$ cat config.mk
export PLATFORM = sky130hd
export DESIGN_NAME = spram_burst_reader_flat
export DESIGN_NICKNAME = d
export VERILOG_FILES = /design/src/rtl/spram_burst_reader_pkg.sv /design/src/rtl/spram_burst_reader_if.sv /design/src/rtl/spram_burst_reader_sync_fifo.sv /design/src/rtl/spram_burst_reader.sv /design/src/flat_wrapper.sv
export SDC_FILE = /design/constraint.sdc
export NUM_CORES = 1
export LEC_CHECK = 0
export CORE_UTILIZATION = 50
export CTS_BUF_LIST = sky130_fd_sc_hd__clkbuf_16
export DETAILED_ROUTE_END_ITERATION = 6
export PLACE_DENSITY = 0.75
export SLEW_MARGIN = 10
export SYNTH_ARGS = -nofsm -noshare
export SYNTH_HDL_FRONTEND = slang
export SYNTH_SLANG_ARGS = --single-unit
$ cat constraint.sdc
create_clock -name clock -period 4.61 [get_ports clock]
set_input_delay 0.461 -clock clock [delete_from_list [all_inputs] [get_ports clock]]
set_output_delay 0.461 -clock clock [all_outputs]
set_load 0.05 [all_outputs]
$ cat src/rtl/spram_burst_reader_pkg.sv
// Shared types for the single-port RAM burst reader.
package spram_pkg;

    typedef enum logic [1:0] {
        IDLE,
        FETCH,
        DRAIN,
        DONE
    } burst_state_t;

endpackage

$ cat src/rtl/spram_burst_reader_if.sv
// RAM bus and output stream signals of the burst reader.
interface spram_burst_reader_if #(
    parameter int addr_width = 8,
    parameter int data_width = 8
);
    logic                  mem_cs;
    logic                  mem_wren;
    logic [addr_width-1:0] mem_address;
    logic [data_width-1:0] mem_q;
    logic                  out_valid;
    logic [data_width-1:0] out_data;
    logic                  out_last;
    logic                  out_ready;

    modport master (
        output mem_cs, mem_wren, mem_address,
        input  mem_q,
        output out_valid, out_data, out_last,
        input  out_ready
    );

    modport slave (
        input  mem_cs, mem_wren, mem_address,
        output mem_q,
        input  out_valid, out_data, out_last,
        output out_ready
    );
endinterface

$ cat src/rtl/spram_burst_reader_sync_fifo.sv
// Synchronous FIFO with flush; push while full is accepted only alongside a pop.
module sync_fifo #(
    parameter int width = 9,
    parameter int depth = 4
) (
    input  logic                   clock,
    input  logic                   reset,
    input  logic                   push,
    input  logic                   pop,
    input  logic                   flush,
    input  logic [width-1:0]       wdata,
    output logic [width-1:0]       rdata,
    output logic                   full,
    output logic                   empty,
    output logic [$clog2(depth):0] count
);
    localparam int ptr_w = $clog2(depth);

    logic [width-1:0] storage_q [depth];
    logic [ptr_w-1:0] wr_q, wr_d, rd_q, rd_d;
    logic [ptr_w:0]   count_q, count_d;
    logic             push_ok, pop_ok;

    assign empty   = (count_q == '0);
    assign full    = (count_q == (ptr_w+1)'(depth));
    assign count   = count_q;
    assign rdata   = storage_q[rd_q];
    assign pop_ok  = pop && !empty;
    assign push_ok = push && (!full || pop_ok);

    always_comb begin
        wr_d    = wr_q;
        rd_d    = rd_q;
        count_d = count_q;
        if (flush) begin
            wr_d    = '0;
            rd_d    = '0;
            count_d = '0;
        end else begin
            if (push_ok) wr_d = wr_q + ptr_w'(1);
            if (pop_ok)  rd_d = rd_q + ptr_w'(1);
            if (push_ok && !pop_ok)      count_d = count_q + (ptr_w+1)'(1);
            else if (pop_ok && !push_ok) count_d = count_q - (ptr_w+1)'(1);
        end
    end

    always_ff @(posedge clock) begin
        if (reset) begin
            wr_q    <= '0;
            rd_q    <= '0;
            count_q <= '0;
        end else begin
            wr_q    <= wr_d;
            rd_q    <= rd_d;
            count_q <= count_d;
        end
    end

    always_ff @(posedge clock) begin
        if (push_ok && !flush) storage_q[wr_q] <= wdata;
    end
endmodule

$ cat src/rtl/spram_burst_reader.sv
// Read engine: walks an address range on the single-port RAM and streams the words out.
module spram_burst_reader
    import spram_pkg::*;
#(
    parameter int addr_width = 8,
    parameter int data_width = 8,
    parameter int fifo_depth = 4
) (
    input  logic                  clock,
    input  logic                  reset,
    input  logic                  start,
    input  logic [addr_width-1:0] start_addr,
    input  logic [addr_width:0]   length,
    input  logic                  abort,
    output logic                  busy,
    output logic                  done,
    spram_burst_reader_if.master  bus
);
    localparam int cnt_w = $clog2(fifo_depth) + 1;

    burst_state_t          state_q, state_d;
    logic [addr_width-1:0] addr_q, addr_d;
    logic [addr_width:0]   remaining_q, remaining_d;
    logic                  busy_q, busy_d;
    logic                  done_q, done_d;

    logic                  cs, last_tag;
    logic                  fifo_pop, fifo_flush, fifo_full, fifo_empty;
    logic [cnt_w-1:0]      fifo_count;
    logic [data_width:0]   fifo_rdata;
    logic                  head_last;
    logic [data_width-1:0] head_data;

    assign head_last = fifo_rdata[data_width];
    assign head_data = fifo_rdata[data_width-1:0];
    assign fifo_pop  = !fifo_empty && bus.out_ready;
    assign last_tag  = (remaining_q == (addr_width+1)'(1));

    // A read may issue into a full FIFO when the head leaves in the same cycle.
    assign cs = (state_q == FETCH) && (remaining_q != '0) && (!fifo_full || fifo_pop);
    assign fifo_flush = abort && ((state_q == FETCH) || (state_q == DRAIN));

    always_comb begin
        state_d     = state_q;
        addr_d      = addr_q;
        remaining_d = remaining_q;
        done_d      = (state_q == DONE);
        unique case (state_q)
            IDLE: begin
                if (start) begin
                    addr_d      = start_addr;
                    remaining_d = length;
                    state_d     = (length != '0) ? FETCH : DONE;
                end
            end
            FETCH: begin
                if (cs) begin
                    addr_d      = addr_q + addr_width'(1);
                    remaining_d = remaining_q - (addr_width+1)'(1);
                end
                if (abort)                  state_d = IDLE;
                else if (remaining_d == '0) state_d = DRAIN;
            end
            DRAIN: begin
                if (abort)                       state_d = IDLE;
                else if (fifo_pop && head_last)  state_d = DONE;
            end
            DONE:    state_d = IDLE;
            default: state_d = IDLE;
        endcase
        busy_d = (state_d != IDLE);
    end

    always_ff @(posedge clock) begin
        if (reset) begin
            state_q     <= IDLE;
            addr_q      <= '0;
            remaining_q <= '0;
            busy_q      <= 1'b0;
            done_q      <= 1'b0;
        end else begin
            state_q     <= state_d;
            addr_q      <= addr_d;
            remaining_q <= remaining_d;
            busy_q      <= busy_d;
            done_q      <= done_d;
        end
    end

    sync_fifo #(
        .width (data_width + 1),
        .depth (fifo_depth)
    ) u_fifo (
        .clock (clock),
        .reset (reset),
        .push  (cs),
        .pop   (fifo_pop),
        .flush (fifo_flush),
        .wdata ({last_tag, bus.mem_q}),
        .rdata (fifo_rdata),
        .full  (fifo_full),
        .empty (fifo_empty),
        .count (fifo_count)
    );

    assign busy            = busy_q;
    assign done            = done_q;
    assign bus.mem_cs      = cs;
    assign bus.mem_wren    = 1'b0;
    assign bus.mem_address = addr_q;
    assign bus.out_valid   = (fifo_count != '0);
    assign bus.out_data    = fifo_empty ? '0 : head_data;
    assign bus.out_last    = !fifo_empty && head_last;
endmodule

$ cat src/flat_wrapper.sv
// flat-port wrapper written by rule: the top's interface ports become plain ports
module spram_burst_reader_flat import spram_pkg::*;
#(
    parameter int addr_width = 8,
    parameter int data_width = 8,
    parameter int fifo_depth = 4
)
  (clock, reset, start, start_addr, length, abort, busy, done, bus_mem_cs, bus_mem_wren, bus_mem_address, bus_mem_q, bus_out_valid, bus_out_data, bus_out_last, bus_out_ready);
  spram_burst_reader_if #(.addr_width(addr_width), .data_width(data_width)) bus_i ();
  input  logic clock;
  input  logic reset;
  input  logic start;
  input  logic [addr_width-1:0] start_addr;
  input  logic [addr_width:0] length;
  input  logic abort;
  output logic busy;
  output logic done;
  output wire logic [$bits(bus_i.mem_cs)-1:0] bus_mem_cs;
  output wire logic [$bits(bus_i.mem_wren)-1:0] bus_mem_wren;
  output wire logic [$bits(bus_i.mem_address)-1:0] bus_mem_address;
  input wire logic [$bits(bus_i.mem_q)-1:0] bus_mem_q;
  output wire logic [$bits(bus_i.out_valid)-1:0] bus_out_valid;
  output wire logic [$bits(bus_i.out_data)-1:0] bus_out_data;
  output wire logic [$bits(bus_i.out_last)-1:0] bus_out_last;
  input wire logic [$bits(bus_i.out_ready)-1:0] bus_out_ready;
  assign bus_mem_cs = bus_i.mem_cs;
  assign bus_mem_wren = bus_i.mem_wren;
  assign bus_mem_address = bus_i.mem_address;
  assign bus_i.mem_q = bus_mem_q;
  assign bus_out_valid = bus_i.out_valid;
  assign bus_out_data = bus_i.out_data;
  assign bus_out_last = bus_i.out_last;
  assign bus_i.out_ready = bus_out_ready;
  spram_burst_reader #(.addr_width(addr_width), .data_width(data_width), .fifo_depth(fifo_depth)) u_core (.clock(clock), .reset(reset), .start(start), .start_addr(start_addr), .length(length), .abort(abort), .busy(busy), .done(done), .bus(bus_i));
endmodule
==> results.yml <==
status:
  status: "finished with violations"
  violations: "design-rule violations"
placement:
  dp.cells: 420
  globalplace.congestion: 0.875
  hpwlAfterDp_microns: 4960
  portBuffers: 50
clock_tree:
  hold_buffers: 0
  htree_num_levels: 3
  cts_made_buffers: 9
  clk_transition_reported_paths_ps: 60
  cts_tree: "built"
  cts_sinks: 66
  clock_path_buffers: 2
  cts_resized: 0
  root_buffer: "clkbuf_16"
  clk_latency_ps: 330
  post-cts-setup-buffers: 0
layout:
  final_common_cell: "clkdlybuf4s50_1"
  ff_latch_area_sq_um: 1680
  multi_input_area_sq_um: 1570
  layout_common_cells: "clkdlybuf4s50_1 (50), nor2_1 (39), edfxtp_1 (36)"
  final_nets: 398
  nFillCells: 515
  final_core_util_pct: 66.2
  drive_above_1_share_pct: 10.6
  num_antenna_cells: 0
  syn_to_final_growth_pct: 26.0
  stdcell_count: 436
timing:
  tightest_slew_ps: 831
  final_max_slew_viol_count: 0
  min_period_ps: 3130
  tns_ps: 0
  whs_ps: 479
  slew_headroom_pct: 44.6
  period_share_pct: 67.9
  rsz0062_at_grt: "no"
  setup_viol: 0
  skew_ps: 6.38
  timing.fmax_mhz: 319
  finalHoldViolations: 0
grt:
  gr-max-usage-layer: "met2"
  grt_use_met3_pct: 6.29
  grt-ovfl-total: 0
  grt_use_met1_pct: 25.5
  grt_pass1_vias: 2453
  grt_pass1_wl_microns: 11700
  grt_antenna_before_repair: 0
  use_met2_pct: 37.3
  grt_usage_pct: 21.4
  grt_max_degree: 25
die:
  fp.dieH_microns: 84.1
  start_util_pct: 52.5
  num_rows: 29
  core_area_sq_um: 6420
  chipWidth_microns: 84.1
  die_area_sq_um: 7080
  io_pins: 52
worst_setup_path:
  cp.depth: 10
  max_stage_delay_ps: 730
  worstPathArrival_ps: 3390
  worstSetupPathType: "flip-flop to flip-flop"
  crit_family: "adder cells"
  end_kind: "flip-flop"
  setup.worst_path.start_class: "flip-flop"
  required_ps: 4870
  crit_path_top_delay_cell: "ha_1"
  critPathMaxFanout: 22
  reg2reg_slack_ps: 1480
  r2r_cells: 10
  cp_cell_sequence: "inv_1 -> ha_1 -> o211ai_4 -> inv_2 -> ha_1 -> inv_1 -> fa_1 -> xor2_1 -> or3_1 -> a21oi_1"
  critical_path_buf_inv_count: 3
routing:
  totalWireLength_microns: 7150
  wl_per_cell_microns: 16.4
  viasPerCell: 5.96
  drc: 6
  drt_iter0_markers: 132
  vias: 2600
  dr.pass1.iters: 6
  ant_nets: 0
synth:
  synth_mux_area_share_pct: 7.20
  synth_fa_ha_area_share_pct: 5.42
  synth-simple-area-share_pct: 15.9
  async_flop_share_pct: 0
  ys_warn_count: 0
  yosysSeqAreaShare_pct: 49.9
  synth_compound_area_share_pct: 16.5
  synth_fp_nets: 352
  synth_flop_cell: "edfxtp_1"
  synthXorXnorAreaFrac_pct: 1.30
  ys_ff_latch: 66
  ys_types: 65
  synth_edf_count: 36
  postSynthCellCount: 308
  synth_top_family_by_area: "compound AO/OA/AOI/OAI gates"
  avgSynthCellArea_sq_um: 11.0
  syn_area_sq_um: 3370
power_and_ir_drop:
  p_leak_nw: 1.58
  power_density_nw_per_um2: 753
  peakVddDrop_mv: 0.356
worst_hold_path:
  holdPathStages: 2
  hold_path_class: "flip-flop to flip-flop"
run:
  drv_cap: 0
-- report_power, final --
part	switching (mW)	internal [mW]
Combinational	0.933	0.581
Sequential	0.132	0.759
Clock	0.262	0.533
Total	1.33	1.87
-- routing by layer --
| layer | wire (microns) | vias up |
|---|---|---|
| met5 | 0 | - |
| li1 | - | 1248 |
| met1 | 3080 | 1257 |
| met3 | 421 | 12 |
| met2 | 3560 | 83 |
| met4 | 97 | 0 |
-- worst reg2reg max path, delay by kind of cell, from the launching register on --
| family | cells | cell delay (ps) |
|---|---|---|
| compound gates | 2 | 360 |
| buf+inv | 3 | 540 |
| fa+ha+maj | 3 | 1350 |
| flops | 1 | 320 |
| simple gates | 1 | 310 |
| xor+xnor | 1 | 190 |
-- area by class of cell --
| cell class | count | share of cell area [%] |
|---|---|---|
| well taps | 77 | 2.27 |
| clock buffers | 9 | 5.30 |
| clock inverters | 7 | 2.94 |
| repair buffers | 50 | 11.8 |
| multi-input cells | 213 | 36.9 |
| flip-flops and latches | 66 | 39.6 |
| inverters | 14 | 1.24 |
-- sequential cells by signal, indices dropped and copies added, names as in the netlist, named ones only --
name and flops:
u_core.u_fifo.count 3, u_core.u_fifo.storage_q 36, u_core.u_fifo.wr_q 2, u_core.done 1
u_core.busy 1, u_core.state_q 2, u_core.u_fifo.rd_q 2, u_core.bus.mem_address 8
u_core.remaining_q 9
-- Yosys cell counts (7+ instances only) --
master | count | share of area [%]
nand2_1 | 19 | 2.1
nor2_1 | 39 | 4.3
and2_1 | 9 | 1.7
a21oi_1 | 14 | 2.1
clkbuf_1 | 10 | 1.1
o21ai_0 | 11 | 1.6
ha_1 | 13 | 4.8
inv_1 | 13 | 1.4
nand3_1 | 7 | 1.0
edfxtp_1 | 36 | 32
a22oi_1 | 8 | 1.8
dfxtp_1 | 30 | 18
mux4_2 | 9 | 6.0
and3_1 | 7 | 1.3
-- path summary, 6_finish.rpt --
path	startpoint	end
worst min-delay path	u_core.bus.mem_address[7]	u_core.bus.mem_address[7]
worst max register to register	u_core.state_q[1]	u_core.u_fifo.count[2]
worst max-delay path	u_core.state_q[1]	u_core.u_fifo.count[2]
worst min register to register	u_core.bus.mem_address[7]	u_core.bus.mem_address[7]
-- kinds of logic after synthesis --
logic type | after synthesis
other | 1
DFF | 66
muxes | 13
xor gates and xnor gates | 5
adders and majority gates | 14
and+or+nand+nor | 107
buffers and inverters | 29
AOI/OAI and AO/OA | 73
-- stage by stage --
step	setup slack, ps	cell area [sq um]	total power, mW
after detailed placement	1530	3900	2.40
after global placement	1610	3900	2.37
after CTS	1500	4250	3.21
final	1480	4250	3.20
after floorplan	2010	3370	2.04
after global routing	1280	4250	3.38
(Power assumes the default switching activity.)
